**config.mk**
```make
export PLATFORM = sky130hd
export DESIGN_NAME = output_arbiter_flat
export DESIGN_NICKNAME = d
export VERILOG_FILES = /design/src/rtl/output_arbiter_if.sv /design/src/rtl/output_arbiter.sv /design/src/flat_wrapper.sv
export SDC_FILE = /design/constraint.sdc
export NUM_CORES = 1
export LEC_CHECK = 0
export ABC_AREA = 1
export CORE_MARGIN = 3
export CORE_UTILIZATION = 31
export DETAILED_ROUTE_END_ITERATION = 12
export GPL_ROUTABILITY_DRIVEN = 0
export PLACE_DENSITY_LB_ADDON = 0.3
export SYNTH_ARGS = -nofsm -noshare
export SYNTH_HDL_FRONTEND = slang
export SYNTH_SLANG_ARGS = --single-unit
export TNS_END_PERCENT = 5
```
**constraint.sdc**
```tcl
create_clock -name clk -period 1.3 [get_ports clk]
set_input_delay 0.26 -clock clk [delete_from_list [all_inputs] [get_ports clk]]
set_output_delay 0.26 -clock clk [all_outputs]
set_load 0.01 [all_outputs]
```
**src/rtl/output_arbiter_if.sv**
```systemverilog
// Handshake bundle between the input queues, the output arbiter and the downstream link.
// master = arbiter side, slave = queue/link side.
interface output_arbiter_if #(
  parameter int BUS_SIZE = 32,
  parameter int PORTS    = 4
);
  logic [PORTS-1:0]          empty_i;
  logic [PORTS*BUS_SIZE-1:0] data_i;
  logic [PORTS-1:0]          readed_o;
  logic                      ready_i;
  logic                      valid_o;
  logic [BUS_SIZE-1:0]       data_o;

  modport master (
    input  empty_i, data_i, ready_i,
    output readed_o, valid_o, data_o
  );

  modport slave (
    output empty_i, data_i, ready_i,
    input  readed_o, valid_o, data_o
  );
endinterface

```
**src/rtl/output_arbiter.sv**
```systemverilog
// Packet-granular round-robin arbiter: locks a grant to one queue until its tail flit is loaded.
// Optional macro ARB_STATS_EN adds flit_cnt_o, a wrapping count of forwarded flits.
module output_arbiter #(
  parameter int BUS_SIZE = 32,
  parameter int PORTS    = 4
) (
  input  logic               clk,
  input  logic               a_rst,
  output_arbiter_if.master   bus
`ifdef ARB_STATS_EN
  ,
  output logic [15:0]        flit_cnt_o
`endif
);

  localparam int GW = (PORTS > 1) ? $clog2(PORTS) : 1;

  typedef enum logic {IDLE, SEND} state_e;

  state_e              state_q, state_d;
  logic [GW-1:0]       grant_q, grant_d;
  logic [GW-1:0]       last_q, last_d;
  logic                valid_q, valid_d;
  logic [BUS_SIZE-1:0] data_q, data_d;

  logic [BUS_SIZE-1:0] head;
  logic                load_slot;
  logic                load;
  logic                found;
  logic [GW-1:0]       pick;
  logic [PORTS-1:0]    readed;

  assign head = bus.data_i[int'(grant_q)*BUS_SIZE +: BUS_SIZE];

  // Round-robin search starting just after the last served port.
  always_comb begin
    int            idx;
    logic [GW-1:0] idx_g;
    found = 1'b0;
    pick  = last_q;
    idx   = 0;
    idx_g = '0;
    for (int i = 1; i <= PORTS; i++) begin
      idx = int'(last_q) + i;
      if (idx >= PORTS) idx = idx - PORTS;
      idx_g = GW'(idx);
      if (!found && !bus.empty_i[idx_g]) begin
        found = 1'b1;
        pick  = idx_g;
      end
    end
  end

  always_comb begin
    load_slot = !valid_q || bus.ready_i;
    load      = (state_q == SEND) && load_slot && !bus.empty_i[grant_q];

    state_d = state_q;
    grant_d = grant_q;
    last_d  = last_q;
    valid_d = valid_q;
    data_d  = data_q;

    case (state_q)
      IDLE: begin
        if (found) begin
          grant_d = pick;
          state_d = SEND;
        end
      end
      SEND: begin
        if (load && head[BUS_SIZE-1]) begin
          state_d = IDLE;
          last_d  = grant_q;
        end
      end
      default: state_d = IDLE;
    endcase

    // A stalled output (valid && !ready) leaves the register untouched.
    if (load) begin
      data_d  = head;
      valid_d = 1'b1;
    end else if (bus.ready_i) begin
      valid_d = 1'b0;
    end
  end

  // The pop pulse is suppressed during reset so the queue keeps the flit that reset discards.
  always_comb begin
    readed = '0;
    if (load && !a_rst) readed[grant_q] = 1'b1;
  end

  always_ff @(posedge clk) begin
    if (a_rst) begin
      state_q <= IDLE;
      grant_q <= '0;
      last_q  <= GW'(PORTS - 1);
      valid_q <= 1'b0;
      data_q  <= '0;
    end else begin
      state_q <= state_d;
      grant_q <= grant_d;
      last_q  <= last_d;
      valid_q <= valid_d;
      data_q  <= data_d;
    end
  end

  assign bus.readed_o = readed;
  assign bus.valid_o  = valid_q;
  assign bus.data_o   = data_q;

`ifdef ARB_STATS_EN
  logic [15:0] cnt_q, cnt_d;

  always_comb cnt_d = cnt_q + 16'(|readed);

  always_ff @(posedge clk) begin
    if (a_rst) cnt_q <= '0;
    else       cnt_q <= cnt_d;
  end

  assign flit_cnt_o = cnt_q;
`endif

endmodule

```
**src/flat_wrapper.sv**
```systemverilog
// flat-port wrapper written by rule: the top's interface ports become plain ports
module output_arbiter_flat 
#(
  parameter int BUS_SIZE = 32,
  parameter int PORTS    = 4
)
  (clk, a_rst, bus_empty_i, bus_data_i, bus_ready_i, bus_readed_o, bus_valid_o, bus_data_o);
  output_arbiter_if #(.BUS_SIZE(BUS_SIZE), .PORTS(PORTS)) bus_i ();
  input  logic clk;
  input  logic a_rst;
  input wire logic [$bits(bus_i.empty_i)-1:0] bus_empty_i;
  input wire logic [$bits(bus_i.data_i)-1:0] bus_data_i;
  input wire logic [$bits(bus_i.ready_i)-1:0] bus_ready_i;
  output wire logic [$bits(bus_i.readed_o)-1:0] bus_readed_o;
  output wire logic [$bits(bus_i.valid_o)-1:0] bus_valid_o;
  output wire logic [$bits(bus_i.data_o)-1:0] bus_data_o;
  assign bus_i.empty_i = bus_empty_i;
  assign bus_i.data_i = bus_data_i;
  assign bus_i.ready_i = bus_ready_i;
  assign bus_readed_o = bus_i.readed_o;
  assign bus_valid_o = bus_i.valid_o;
  assign bus_data_o = bus_i.data_o;
  output_arbiter #(.BUS_SIZE(BUS_SIZE), .PORTS(PORTS)) u_core (.clk(clk), .a_rst(a_rst), .bus(bus_i));
endmodule
```
# After elaboration in Yosys (flattened, before gate mapping)
# Index checks and enable logic that the tools add are counted.
[classes]
n_reduce_logical = 20
shifts = 1
mux = 30
n_addsub = 8
n_bitwise = 1
order_cmp = 10
[op_table]
columns = ["cell", "n"]
rows = [
  ["indexed part select 128 x 8 -> 32 bit", 1],
  ["2-to-1 mux 2 bit", 8],
  ["< comparator 2 x 3 -> 1 bit, second input constant", 5],
  ["2-to-1 mux 1 bit", 14],
  ["binary-select mux 1 bit (select 2 bit)", 5],
  ["greater-or-equal comparator 3 bit, second input constant", 3],
  ["logical AND 1 bit", 8],
  ["logical NOT 1 bit", 8],
  ["subtractor 2 x 1 -> 2 bit, second input constant", 4],
  ["adder 2 x 2 -> 3 bit, second input constant", 2],
  ["adder 2 x 3 -> 4 bit, second input constant", 1],
  ["greater-or-equal comparator 4 x 3 -> 1 bit, second input constant", 1],
  ["2-to-1 mux 4 bit", 1],
  ["AND reduction 2 bit", 2],
  ["adder 2 x 1 -> 3 bit, second input constant", 1],
  ["demux 1 bit (select 2 bit)", 1],
  ["greater-or-equal comparator 2 x 1 -> 1 bit, second input constant", 1],
  ["one-hot mux 1 bit (2 select lines)", 1],
  ["nonzero test 2 bit", 1],
  ["logical OR 1 bit", 1],
  ["inverter 1 bit", 1],
]
[word_totals]
wordCells = 75
regBits = 38

# Depth between registers and ports, before layout
[logic_depth]
word_depth = 16
ltp_mapped = 13
mapped_depth_nobuf = 12

# Least setup slack after synthesis
# Ideal clock, no wire load.
[synth_timing]
path_type = "register to output"
start = "register u_core.grant_q[1]"
end = "output bus_readed_o[2]"
arrival_time_ps = 1288
path_buffers = 1
slack_ps = -248
stages_incl_launch_ff = 10
cell_sequence = "dfxtp_1 > nor2_2 > inv_1 > nor2_1 > nor2_1 > nand2_1 > inv_2 > buf_6 > nand2_1 > nor3_1"
[synth_via]
elab_chain_cells = 6
elab_cells_between_ends = 11
classes_between = "order compare: 2; mux: 5; reduce/logical: 4"
[synth_lines]
columns = ["item", "line_no", "text"]
rows = [
  ["start, declared", "output_arbiter.sv:21", "logic [GW-1:0] grant_q, grant_d;"],
  ["start signal, assigned", "output_arbiter.sv:104", "grant_q <= grant_d;"],
  ["parallel branches: the longest is 5 deep, another holds < comparator 2 x 3 -> 1 bit", "n/a", ""],
  ["2-to-1 mux 4 bit (*)", "output_arbiter.sv:92", "if (load && !a_rst) readed[grant_q] = 1'b1;"],
  ["end, declared", "flat_wrapper.sv:14", "output wire logic [$bits(bus_i.readed_o)-1:0] bus_readed_o;"],
]
# Every way passes the cells marked *. The select of a mux whose other input is x is not followed.

# Worst setup path after layout
[layout_timing]
start = "register u_core.grant_q[0]"
end = "output bus_readed_o[3]"
# The elaborated chain is that of the path after synthesis.

==> results <==
## metal layers
layer  GRT usage  part of all wire  up-vias
met3      0.0729              0.10       16
met5           0                 0        -
met2       0.369              0.48      154
met4      0.0477             0.014        0
met1       0.249              0.40     1421
li1            -                 -     1630
## cells in the mapped netlist
| cell | instances |
|---|---|
| a21oi_1 | 52 |
| a22oi_1 | 9 |
| buf_1 | 1 |
| buf_2 | 9 |
| buf_6 | 1 |
| clkbuf_1 | 12 |
| dfxtp_1 | 38 |
| inv_1 | 14 |
| inv_2 | 5 |
| nand2_1 | 130 |
| nand2_2 | 1 |
| nand3_1 | 39 |
| nor2_1 | 25 |
| nor2_2 | 1 |
| nor2_4 | 1 |
| nor3_1 | 1 |
| o211ai_1 | 2 |
| o21ai_0 | 25 |
| o21ai_1 | 10 |
| o22ai_1 | 1 |
## flip-flops by register name, summed over array words and instances, names as in the netlist
name,flops
u_core.grant_q,2
u_core.state_q,1
u_core.last_q,2
u_core.bus.data_o,32
u_core.bus.valid_o,1
## logic make-up (layout without fill, tap and decap cells)
kind of cell | Yosys count | after routing
AOI/OAI and AO/OA | 99 | 99
buffers and inverters | 42 | 233
DFF | 38 | 38
and+or+nand+nor | 198 | 198
## report_power, final
part	internal, mW	switching, mW	total [mW]
logic	1.74	2.13	3.87
registers	1.52	0.221	1.75
clock network	0.428	0.423	0.851
total	3.70	2.77	6.47
## cell type report
| cell class | instances | area [sq um] | area share |
|---|---|---|---|
| timing repair buffer | 206 | 1920 | 0.441 |
| tap | 96 | 120 | 0.0276 |
| clock inverter | 2 | 11.3 | 0.00259 |
| inverter | 19 | 76.3 | 0.0176 |
| sequential | 38 | 772 | 0.178 |
| multi-input combinational | 297 | 1370 | 0.315 |
| clock buffer | 6 | 82.6 | 0.0190 |
## critical path: cells and delay by family (launching register included)
family	cells	cell delay (ns)
compound gates	1	0.06
buf+inv	4	0.38
flops	1	0.38
simple gates	5	0.39
## timing repair
| item | 4_1_cts | 5_1_grt |
|---|---|---|
| gates resized for setup | 60 | 2 |
| buffers inserted | 1 | 1 |
| setup endpoints to repair | 74 | 41 |
| pin swaps | 3 | 1 |
## worst max path at each step
stage                                        start                            endpoint  depth (start not counted)
floorplan           u_core.grant_q[0]$_SDFFE_PP0P_  u_core.bus.data_o[12]$_SDFFE_PP0P_                         10
global placement                       bus_ready_i                     bus_readed_o[2]                         10
detailed placement                     bus_ready_i                     bus_readed_o[1]                         10
CTS                 u_core.grant_q[0]$_SDFFE_PP0P_                     bus_readed_o[1]                         10
global route        u_core.grant_q[0]$_SDFFE_PP0P_                     bus_readed_o[2]                         10
finish              u_core.grant_q[0]$_SDFFE_PP0P_                     bus_readed_o[3]                         10
## metrics by stage
stage,utilization,worst slack (ns),instances,hold WS [ns],TNS [ns]
after floorplan,-,-0.0820,377,0.322,-1.49
after global placement,0.614,-0.818,654,0.449,-23.73
after detailed placement,0.614,-0.864,654,0.459,-26.02
after CTS,0.624,-0.438,663,0.449,-9.34
after global routing,0.626,-0.523,664,0.494,-14.12
final,0.626,-0.442,664,0.462,-9.91
## layout by cell type (no fill, tap or decap), types with 3 or more instances in the layout
cell type,netlist,final
nand2_1,130,126
clkbuf_8,0,6
dfxtp_4,0,3
inv_4,0,3
nor2_2,1,3
inv_1,14,13
nor2_1,25,23
a21oi_1,52,51
o21ai_0,25,22
o21ai_1,10,11
a22oi_1,9,9
dfxtp_1,38,35
nand3_1,39,39
nand2_2,1,4
dlygate4sd2_1,0,34
inv_2,5,4
clkdlybuf4s50_1,0,133
buf_4,0,34
buf_2,9,4
==> impl_metrics.csv <==
group,metric,value,unit
synthesis,synth_top_cell_area_share,0.336,
drt,drc,0,
sta,setup_viol,41,
critical_path,slowest_delay,0.38,ns
hold_path,hold_end,"u_core.bus.valid_o$_SDFFE_PP0P_",
clocking,cts_hold_buf,0,
final_layout,nets,702,
placement,hpwlAfterDp,6.83,mm
placement,port_buffers,171,
sta,rsz0062_at_grt,"true",
floorplan,core_region_area,0.00694,sq mm
critical_path,rrSetupSlack,-0.33,ns
critical_path,crit_slowest_cell,"dfxtp_4",
clocking,cts.htree.levels,2,
sta,period_share,1.34,
synthesis,synth_compound_area_frac,0.231,
synthesis,synthTopCellsByArea,"dfxtp_1 34%, nand2_1 22%, a21oi_1 11%",
floorplan,fp-row-count,30,
floorplan,die_h,91.5,um
hold_path,hold_depth,5,
synthesis,synthAdderAreaFrac,0,
critical_path,crit_path_cell_trace,"inv_4 > nor2_4 > inv_2 > o22ai_1 > nor2_1 > nand2_1 > inv_2 > nand2_4 > nor2_1 > buf_2",
global_routing,groute.usage.overall,0.212,
synthesis,synth_seq_cells,38,
sta,tightest_slew,0.368,ns
final_layout,fillers,644,
critical_path,rr_startpoint,"u_core.grant_q[0]$_SDFFE_PP0P_",
critical_path,r2r_end,"u_core.last_q[1]$_SDFFE_PP1P_",
synthesis,ys_warn_count,0,
sta,fin_crit,1.74,ns
synthesis,synth_area_leader_cell,"dfxtp_1",
sta,fin_skew,0.00851,ns
sta,slew-limit-headroom,0.755,
synthesis,syn_nets,512,
critical_path,cp-end-kind,"output port",
drt,wirelength,8.84,mm
status,status,"complete, but fails checks",
global_routing,grt_pass1_vias,3156,
floorplan,io-pin-count,172,
clocking,root_buffer,"clkbuf_8",
drt,first_pass_iters,5,
clocking,clk_pin_slew_worst_paths,0.08,ns
critical_path,startpoint_type,"register",
synthesis,ys_types,20,
sta,max_freq,0.574,GHz
drt,post_drt_wl_per_cell,13.3,um
clocking,clkLatencyLatePin,0.28,ns
drt,postRouteAntennaNets,0,
placement,dpl_cell_area,0.00427,sq mm
global_routing,grt_pass1_wl,14.6,mm
synthesis,synth_top_family_by_area,"simple AND/OR/NAND/NOR gates",
status,violations,"setup timing",
final_layout,design_area,0.00434,sq mm
hold_path,holdCritStartpoint,"bus_ready_i",
floorplan,die_w,91.5,um
synthesis,synthMuxAreaShare,0,
run,max_cap_viol_count,0,
power_and_ir_drop,p_per_area,1490,mW/mm^2
critical_path,cp.required,1.04,ns
critical_path,reg2reg_depth,11,
floorplan,start_util,0.326,
final_layout,antenna_cells,0,
clocking,cts_buffers,5,
sta,drv_slew,0,
floorplan,dieArea,0.00838,sq mm
global_routing,grt_overflow,0,
synthesis,syn-cell-area,0.00227,sq mm
critical_path,arrival,1.48,ns
power_and_ir_drop,p_leak,2.01,nW
sta,hold_viol,0,
power_and_ir_drop,irDropWorstVdd,0.619,mV
global_routing,grt_max_degree,56,
clocking,numClockSinks,38,
synthesis,avgSynthCellArea,6.01,sq um
global_routing,antenna_found_initial,0,
hold_path,hold_class,"input port to register",
final_layout,drive_gt1_frac,0.121,
synthesis,yosys.area_share.simple,0.355,
clocking,cts_tree,"done",
sta,postLayoutSetupSlackWorst,-0.442,ns
final_layout,syn2layout_area_growth,91.6,%
power_and_ir_drop,finalPower,6.47,mW
critical_path,critical_path_class,"register to output port",
synthesis,syn_inst,377,
synthesis,ys_seq_area_frac,0.336,
clocking,clk_path_buf_depth,2,
drt,vias,3221,
critical_path,path_max_fanout,5,
drt,drt_iter0_markers,79,
synthesis,synth-xor-area-share,0,
drt,vias_per_cell,4.85,
Note: power is estimated with default switching activity, not from simulation.
